## config.mk

```make
export PLATFORM = sky130hd
export DESIGN_NAME = alu_seq
export DESIGN_NICKNAME = d
export VERILOG_FILES = /design/src/rtl/alu_pkg.sv /design/src/rtl/alu_muldiv.sv /design/src/rtl/alu_seq.sv
export SDC_FILE = /design/constraint.sdc
export NUM_CORES = 1
export LEC_CHECK = 0
export BUFFER_PORTS_ARGS = -buffer_cell sky130_fd_sc_hd__buf_4
export CAP_MARGIN = 40
export CORE_AREA = 2 2 243 245
export DETAILED_ROUTE_END_ITERATION = 6
export DIE_AREA = 0 0 245 247
export GPL_TIMING_DRIVEN = 0
export RECOVER_POWER = 100
export SLEW_MARGIN = 5
export SYNTH_ARGS = -nofsm -noshare
export SYNTH_HDL_FRONTEND = slang
export SYNTH_HIERARCHICAL = 1
export SYNTH_SLANG_ARGS = --single-unit
export TNS_END_PERCENT = 5
```

## constraint.sdc

```tcl
create_clock -name clk -period 3.5 [get_ports clk]
set_input_delay 0.525 -clock clk [delete_from_list [all_inputs] [get_ports clk]]
set_output_delay 0.525 -clock clk [all_outputs]
set_load 0.1 [all_outputs]
```

## src/rtl/alu_pkg.sv

```systemverilog
// Shared types for the registered ALU: op encodings, FSM states and op classification.
package alu_pkg;

    typedef enum logic [3:0] {
        OP_AND  = 4'b0000,
        OP_OR   = 4'b0001,
        OP_ADD  = 4'b0010,
        OP_XOR  = 4'b0011,
        OP_MUL  = 4'b0100,
        OP_DIVU = 4'b0101,
        OP_SUB  = 4'b0110,
        OP_SLT  = 4'b0111,
        OP_SLL  = 4'b1000,
        OP_SRL  = 4'b1001,
        OP_SRA  = 4'b1010,
        OP_NOR  = 4'b1100,
        OP_SLTU = 4'b1111
    } op_t;

    typedef enum logic {
        IDLE,
        RUN
    } state_t;

    function automatic logic is_iterative(op_t op);
        return (op == OP_MUL) || (op == OP_DIVU);
    endfunction

endpackage

```

## src/rtl/alu_muldiv.sv

```systemverilog
// Iterative unsigned datapath: LSB-first shift-add multiply and restoring divide,
// one step per cycle for WIDTH cycles. lo/hi present the value after the current step.
module alu_muldiv
    import alu_pkg::*;
#(
    parameter int WIDTH = 32
) (
    input  logic             clk,
    input  logic             rst_n,
    input  logic             load,
    input  logic             op_div,
    input  logic [WIDTH-1:0] a,
    input  logic [WIDTH-1:0] b,
    output logic [WIDTH-1:0] lo,
    output logic [WIDTH-1:0] hi,
    output logic             last
);

    localparam int CNTW = $clog2(WIDTH + 1);

    // acc: product high half / partial remainder; shreg: multiplier / dividend-quotient
    logic [WIDTH-1:0] acc;
    logic [WIDTH-1:0] shreg;
    logic [WIDTH-1:0] opnd;
    logic             div_mode;
    logic [CNTW-1:0]  count;

    logic [WIDTH:0] add_sum;
    logic [WIDTH:0] rem_shift;
    logic [WIDTH:0] rem_diff;

    // NOTE: every output of this block gets a default first so no latch is inferred.
    always_comb begin
        lo        = '0;
        hi        = '0;
        add_sum   = {1'b0, acc} + (shreg[0] ? {1'b0, opnd} : '0);
        rem_shift = {acc, shreg[WIDTH-1]};
        rem_diff  = rem_shift - {1'b0, opnd};
        if (div_mode) begin
            // A zero divisor always subtracts: quotient fills with ones, remainder collects a.
            if (rem_shift >= {1'b0, opnd}) begin
                hi = rem_diff[WIDTH-1:0];
                lo = {shreg[WIDTH-2:0], 1'b1};
            end else begin
                hi = rem_shift[WIDTH-1:0];
                lo = {shreg[WIDTH-2:0], 1'b0};
            end
        end else begin
            hi = add_sum[WIDTH:1];
            lo = {add_sum[0], shreg[WIDTH-1:1]};
        end
    end

    // NOTE: the datapath registers are reset too; they are few and a known state eases debug.
    always_ff @(posedge clk or negedge rst_n) begin
        if (!rst_n) begin
            acc      <= '0;
            shreg    <= '0;
            opnd     <= '0;
            div_mode <= 1'b0;
            count    <= '0;
        end else if (load) begin
            // NOTE: non-blocking so every register samples the pre-edge values.
            acc      <= '0;
            shreg    <= op_div ? a : b;
            opnd     <= op_div ? b : a;
            div_mode <= op_div;
            count    <= CNTW'(WIDTH);
        end else if (count != '0) begin
            acc   <= hi;
            shreg <= lo;
            count <= count - 1'b1;
        end
    end

    assign last = (count == CNTW'(1));

endmodule

```

## src/rtl/alu_seq.sv

```systemverilog
// Registered ALU: single-cycle ops complete in one edge, MUL/DIVU iterate in alu_muldiv
// behind a start/busy/done handshake. All outputs are registered.
module alu_seq
    import alu_pkg::*;
#(
    parameter int WIDTH = 32
) (
    input  logic             clk,
    input  logic             rst_n,
    input  logic             start,
    input  logic [3:0]       op,
    input  logic [WIDTH-1:0] a,
    input  logic [WIDTH-1:0] b,
    output logic [WIDTH-1:0] result,
    output logic [WIDTH-1:0] hi,
    output logic             zout,
    output logic             signout,
    output logic             ovf,
    output logic             illegal,
    output logic             busy,
    output logic             done
);

    localparam int SHW = $clog2(WIDTH);
    localparam int MSB = WIDTH - 1;

    state_t           state;
    op_t              op_e;
    logic [SHW-1:0]   shamt;
    logic [WIDTH-1:0] sum;
    logic [WIDTH-1:0] diff;
    logic [WIDTH-1:0] sc_result;
    logic             sc_ovf;
    logic             sc_illegal;
    logic             md_load;
    logic [WIDTH-1:0] md_lo;
    logic [WIDTH-1:0] md_hi;
    logic             md_last;

    assign op_e  = op_t'(op);
    assign shamt = b[SHW-1:0];
    assign sum   = a + b;
    assign diff  = a + ~b + 1'b1;

    always_comb begin
        sc_result  = '0;
        sc_ovf     = 1'b0;
        sc_illegal = 1'b0;
        case (op_e)
            OP_AND:  sc_result = a & b;
            OP_OR:   sc_result = a | b;
            OP_XOR:  sc_result = a ^ b;
            OP_NOR:  sc_result = ~(a | b);
            OP_ADD: begin
                sc_result = sum;
                sc_ovf    = (a[MSB] == b[MSB]) && (sum[MSB] != a[MSB]);
            end
            OP_SUB: begin
                sc_result = diff;
                sc_ovf    = (a[MSB] != b[MSB]) && (diff[MSB] != a[MSB]);
            end
            OP_SLT:  sc_result = WIDTH'($signed(a) < $signed(b));
            OP_SLTU: sc_result = WIDTH'(a < b);
            OP_SLL:  sc_result = a << shamt;
            OP_SRL:  sc_result = a >> shamt;
            OP_SRA:  sc_result = $signed(a) >>> shamt;
            OP_MUL, OP_DIVU: sc_result = '0;
            default: sc_illegal = 1'b1;
        endcase
    end

    assign md_load = (state == IDLE) && start && is_iterative(op_e);

    alu_muldiv #(.WIDTH(WIDTH)) u_muldiv (
        .clk    (clk),
        .rst_n  (rst_n),
        .load   (md_load),
        .op_div (op_e == OP_DIVU),
        .a      (a),
        .b      (b),
        .lo     (md_lo),
        .hi     (md_hi),
        .last   (md_last)
    );

    always_ff @(posedge clk or negedge rst_n) begin
        if (!rst_n) begin
            state   <= IDLE;
            result  <= '0;
            hi      <= '0;
            zout    <= 1'b0;
            signout <= 1'b0;
            ovf     <= 1'b0;
            illegal <= 1'b0;
            busy    <= 1'b0;
            done    <= 1'b0;
        end else begin
            done <= 1'b0;
            case (state)
                IDLE: begin
                    if (start) begin
                        if (is_iterative(op_e)) begin
                            state <= RUN;
                            busy  <= 1'b1;
                        end else begin
                            result  <= sc_result;
                            hi      <= '0;
                            zout    <= (sc_result == '0);
                            signout <= sc_result[MSB];
                            ovf     <= sc_ovf;
                            illegal <= sc_illegal;
                            done    <= 1'b1;
                        end
                    end
                end
                RUN: begin
                    // The final step's value is captured on the same edge it is computed.
                    if (md_last) begin
                        result  <= md_lo;
                        hi      <= md_hi;
                        zout    <= (md_lo == '0);
                        signout <= md_lo[MSB];
                        ovf     <= 1'b0;
                        illegal <= 1'b0;
                        busy    <= 1'b0;
                        done    <= 1'b1;
                        state   <= IDLE;
                    end
                end
                default: state <= IDLE;
            endcase
        end
    end

endmodule

```

==> results of run 1 <==
==> registers in the layout, summed over array words and instances (netlist names), 6 cells and up <==
signal	cells
hi	32
u_muldiv/opnd	32
u_muldiv/count	6
u_muldiv/acc	32
u_muldiv/shreg	32
result	32
==> synthesized netlist by cell type, types with 56 or more instances <==
cell type / count
nand2_1: 347
a21o_1: 56
nor2_1: 274
nor3_1: 61
ha_1: 166
dfrtp_1: 173
inv_1: 148
mux2i_1: 147
nand3_1: 92
a21oi_1: 250
clkbuf_1: 163
mux2_2: 90
o21ai_0: 155
==> layer usage <==
metal	wire (um)	part of all wire	vias to the layer above	track usage
met5	34	0.00026	-	0
met4	12300	0.094	2	0.320
met3	11000	0.084	571	0.0784
met2	58400	0.45	1742	0.684
met1	48900	0.37	13209	0.497
li1	-	-	11843	-
==> worst max-delay path by stage <==
stage / startpoint / to / slack [ns] / depth (start not counted)
2_1_floorplan: b[1] / zout / -0.15 / 17
3_3_place_gp: b[2] / result[31] / -1.94 / 19
3_5_place_dp: b[2] / result[31] / -1.93 / 19
4_1_cts: b[2] / zout / -0.16 / 19
5_1_grt: u_muldiv/shreg[0] / hi[24] / -0.18 / 14
6_report: b[1] / zout / -0.13 / 17
==> cells by family after synthesis <==
group / after synthesis / share of synthesized area
flops: 173 / 0.188
compound gates: 962 / 0.279
simple gates: 1032 / 0.209
fa+ha+maj: 170 / 0.0938
buf+inv: 375 / 0.0647
mux: 270 / 0.138
xor+xnor: 70 / 0.0267
==> repair_timing <==
| item | in CTS | in global routing |
|---|---|---|
| pin swaps | 61 | 68 |
| setup buffers | 70 | 44 |
| resized for setup | 292 | 245 |
| setup endpoints to repair | 142 | 109 |
| cloned | 0 | 0 |
==> metrics by stage <==
step | area (sq um) | total power (W)
finish | 28700 | 0.0250
global route | 28700 | 0.0264
CTS | 27800 | 0.0241
detailed placement | 25400 | 0.0212
global placement | 25200 | 0.0211
floorplan | 23200 | 0.0161
==> layout make-up <==
type	instances	area, sq um	share of cell area
diodes	4	10.0	0.000349
well taps	773	967	0.0337
repair buffers	277	1990	0.0694
plain buffers	200	1180	0.0411
multi-input cells	2504	18900	0.660
inverters	154	636	0.0222
clock buffers	17	425	0.0148
clock inverters	15	204	0.00712
flip-flops and latches	173	4330	0.151
==> power by group <==
part	internal (W)	leakage [nW]	switching, W
Clock	0.000990	0.304	0.00106
Combinational	0.00642	9.81	0.0126
Sequential	0.00300	2.10	0.000948
Total	0.0104	12.2	0.0146
==> critical path, delay by kind of cell <==
family | cells | cell delay [ns]
and+or+nand+nor | 5 | 0.97
AOI/OAI and AO/OA | 6 | 1.21
buffers and inverters | 6 | 1.26
==> impl_metrics.ini, run 1 <==
[die]
dieHeight_um = 247
die_area_sq_um = 60500
initial_utilization = 0.395
die_w_um = 245
io_pins = 141
core_sq_um = 58200
rows = 89

[logic_synthesis]
syn-num-nets = 3293
synth_ff_type = dfrtp_1
syn_inst = 3052
yosys_warnings = 6
synth.distinct_cells = 93
async_flop_share = 1.00
yosysTopAreaCellShare = 0.188
avgSynthCellArea_sq_um = 7.54
yosysSeqAreaShare = 0.188
synth_edf_count = 0
synth-seq-cells = 173
synth_area_leaders = dfrtp_1 19%, ha_1 9.0%, mux2i_1 6.4%
yosysTopAreaCell = dfrtp_1
syn_area_sq_um = 23000

[clock_network]
cts_buffers = 17
clk_pin_slew_ns = 0.09
cts_tree = yes
clk_latency_ns = 0.47
cts_root_buf = clkbuf_16
ctsLongestPathBuffers = 2
htreeDepth = 4
ctsHoldBuffers = 0
clkSinkCount = 173

[min_path]
hold_path_startpoint = start
min_to = illegal
hold_class = primary input to flop
hold_depth = 3

[final_layout]
fillers = 5911
fin_cells = 4117
mostFrequentLayoutCells = 342 x nand2_1, 266 x nor2_1, 223 x a21oi_1
final_common_cell = nand2_1
final_core_util = 0.492
nets = 3568
drive_above_1_share = 0.218
area_growth_pct = 24.6

[sta]
fin_crit_ns = 3.63
fmax_mhz = 276
fin_worst_skew_ns = 0.0168
final-hold-violation-count = 0
fin_crit_sh = 1.04
setup_ws_ns = -0.128
relSlewSlack = -0.332
setup_tns_ns = -0.397
finalSetupViolations = 8
holdWs_ns = 0.413
drv_slew = 75
grt_setup_unrepaired = true
tightest_slew_ns = 2.00

[global_routing]
grtUsageTotal = 0.423
grt_pass1_vias = 26201
grt-ovfl-total = 0
grt_pass1_wl_um = 186000
grt_max_degree = 100
antenna_found_initial = 4

[detailed_routing]
antenna_left = 0
routed_wl_um = 131000
drt-pass1-iter-count = 7
drc = 7
num_vias = 27367
drt_iter0_drc = 3190
routedWlPerCell_um = 31.7
via_per_inst = 6.65

[placement]
placedCellCount = 3987
port_buffers = 139
pre_cts_slack_ns = -1.93
dp_hpwl_um = 102000
place.gp.congestion = 1.09

[critical_path]
worstPathRequired_ns = 3.86
cpMaxStageDelayCell = clkbuf_1
worstSetupPathType = primary input to flop
cp_max_fo = 10
r2r_cells = 15
r2r-start = u_muldiv/shreg[0]
crit_chain = buf_12 -> buf_12 -> buf_4 -> buf_4 -> nand2_1 -> clkbuf_1 -> o22ai_1 -> nor2_1 -> a21oi_1 -> o211ai_1 -> buf_4 -> a2111oi_4 -> a22oi_2 -> nor4_1 -> and4b_1 -> nand3_2 -> o31ai_2
cpMostUsedCell = buf_4
worstSetupEndpointType = flop
startpoint_type = primary input
rrSetupSlack_ns = -0.06
critical_path_arrival_ns = 3.99
cpPeakStageDelay_ns = 0.54
reg2reg_to = hi[23]

[outcome]
status = finished, violations left
violations = design-rule violations, max-capacitance violations, max-slew violations, negative setup slack

[power]
p_leak_nw = 12.2
ir_drop_mv = 0.547
p_per_area_nw_per_um2 = 872

[flow_run]
drv_cap = 1
Power figures use the tool's default switching activity.
==> inputs of run 2 (changes only) <==
==> constraint.sdc (replaced) <==
create_clock -name clk -period 3.81 [get_ports clk]
set_input_delay 0.5715 -clock clk [delete_from_list [all_inputs] [get_ports clk]]
set_output_delay 0.5715 -clock clk [all_outputs]
set_load 0.1 [all_outputs]
==> run 2 against run 1 <==
The flow finishes with violations (design-rule violations, max-capacitance violations, max-slew violations). Sequential share of layout area rose by 0.79 points. Routed wire length decreased by 5.4%. Non-clock buffer count fell by 48. Combinational power is 14% lower. Flip-flop and latch count unchanged. Core utilization is 2.5 points lower. Global-route usage down 2.3 points. Clock power decreased by 10%. Sequential power down 8.9%.
==> impl_metrics.ini, run 2 (synthesis gave the netlist of run 1 again) <==
[critical_path]
rrSetupSlack_ns = 0.02
critical_path_arrival_ns = 4.18
worstSetupPathType = flop to flop
r2r-start = u_muldiv/acc[25]
worstSetupEndpointType = flop
reg2reg_to = zout
cp_max_fo = 6
cpMaxStageDelayCell = dfrtp_1
r2r_cells = 14
crit_chain = ha_1 -> a21o_1 -> a31oi_1 -> o21ai_1 -> a211o_1 -> and3b_1 -> nor2_1 -> nand2_2 -> nand2_2 -> nor4_4 -> nand4_1 -> nor4_2 -> a21oi_1 -> o31ai_2
startpoint_type = flop
cpMostUsedCell = nand2_2
worstPathRequired_ns = 4.20
cpPeakStageDelay_ns = 0.44

[final_layout]
final_core_util = 0.468
fin_cells = 4069
nets = 3520
drive_above_1_share = 0.170
final_common_cell = nand2_1
fillers = 6118
area_growth_pct = 18.4
final_area_sq_um = 27200
mostFrequentLayoutCells = 344 x nand2_1, 270 x nor2_1, 235 x a21oi_1

[detailed_routing]
routedWlPerCell_um = 30.4
via_per_inst = 6.61
routed_wl_um = 124000
drc = 4
antenna_left = 0
drt_iter0_drc = 3172
drt-pass1-iter-count = 7
num_vias = 26895

[power]
ir_drop_mv = 0.589
netSwitchingPower_w = 0.0128
p_sw_frac = 0.588
clockPowerShare = 0.085
power_frac_comb = 0.750
p_per_area_nw_per_um2 = 800
p_seq_frac = 0.166
internal_power_w = 0.00896
p_leak_nw = 11.7
p_total_w = 0.0218

[sta]
drv_slew = 96
grt_setup_unrepaired = true
fin_worst_skew_ns = 0.0182
fin_crit_ns = 3.79
finalSetupViolations = 0
final-hold-violation-count = 0
fmax_mhz = 264
tightest_slew_ns = 2.55
fin_crit_sh = 0.996
setup_tns_ns = 0
relSlewSlack = -0.697

[placement]
placedCellCount = 3983
dpl_cell_area_sq_um = 25300
dp_hpwl_um = 97000
place.gp.congestion = 1.09
port_buffers = 139

[global_routing]
antenna_found_initial = 2
grt_pass1_vias = 25541
grt_pass1_wl_um = 177000
grt_max_degree = 97
grtUsageTotal = 0.399
grt-ovfl-total = 0

[clock_network]
ctsLongestPathBuffers = 2
cts_buffers = 17
htreeDepth = 4
clk_latency_ns = 0.47
cts_tree = yes
cts_root_buf = clkbuf_16
clk_pin_slew_ns = 0.09
clkSinkCount = 173

[die]
io_pins = 141
rows = 89
initial_utilization = 0.395
core_sq_um = 58200
dieHeight_um = 247
die_w_um = 245
die_area_sq_um = 60500

[outcome]
status = finished, violations left
violations = design-rule violations, max-capacitance violations, max-slew violations

[min_path]
min_to = illegal
hold_depth = 3
hold_class = primary input to flop
hold_path_startpoint = start

[flow_run]
drv_cap = 1
-- run 2: cell count changes in the layout (fill, tap and decap cells not counted), moves of 12 or more --
| cell | change |
|---|---|
| clkbuf_2 | -13 |
| buf_4 | -47 |
| clkbuf_1 | +25 |
| ha_4 | -14 |
| ha_1 | +20 |
| a21oi_1 | +12 |
-- run 2: what timing repair did --
action,in CTS,in global routing
gates resized for setup,164,155
hold buffers,0,0
setup buffers,29,34
pin swaps,34,45
gates cloned,1,0
endpoints found under the setup margin,104,97
-- run 2: power groups by stage --
stage / sequential, W / clock, W / combinational [W]
final: 0.00360 / 0.00184 / 0.0163
after CTS: 0.00359 / 0.00187 / 0.0160
after floorplan: 0.00552 / 0 / 0.00926
after global placement: 0.00362 / 0 / 0.0157
after global routing: 0.00371 / 0.00194 / 0.0175
after detailed placement: 0.00361 / 0 / 0.0157
-- run 2: worst max-delay path by stage --
stage | start | end | slack [ns] | depth (start not counted)
2_1_floorplan | b[2] | zout | 0.002 | 18
3_5_place_dp | b[4] | result[18] | -1.96 | 17
4_1_cts | u_muldiv/shreg[0] | hi[25] | -0.004 | 15
6_report | u_muldiv/acc[25] | zout | 0.02 | 14
5_1_grt | u_muldiv/shreg[0] | hi[24] | -0.05 | 14
3_3_place_gp | b[4] | zout | -2.00 | 17
-- run 2: critical path: cells and delay by family (launching register included) --
family / cells / cell delay, ns
AO/OA/AOI/OAI: 6 / 1.18
adder cells (fa/ha/maj): 1 / 0.41
flip-flops: 1 / 0.44
AND/OR/NAND/NOR: 7 / 1.70
-- run 2: metrics by stage --
stage | hold WS [ns] | setup WS, ns
floorplan | 0.276 | 0.00181
global placement | 0.452 | -2.00
detailed placement | 0.458 | -1.96
CTS | 0.180 | -0.00365
global route | 0.448 | -0.0542
finish | 0.446 | 0.0162
-- run 2: cell type report --
type | count | area, sq um | area share
antenna | 4 | 10.0 | 0.000368
buffer | 207 | 1090 | 0.0400
clock buffer | 17 | 425 | 0.0156
clock inverter | 15 | 194 | 0.00712
inverter | 154 | 613 | 0.0225
multi-input combinational | 2504 | 18100 | 0.665
sequential | 173 | 4330 | 0.159
tap | 773 | 967 | 0.0355
timing repair buffer | 222 | 1490 | 0.0545
-- run 2: per-layer routing --
layer	track usage	routed length [um]	vias to the layer above
li1	-	-	11754
met3	0.0804	11300	534
met1	0.472	46100	12903
met4	0.296	11000	2
met5	0	13	-
met2	0.643	55200	1702
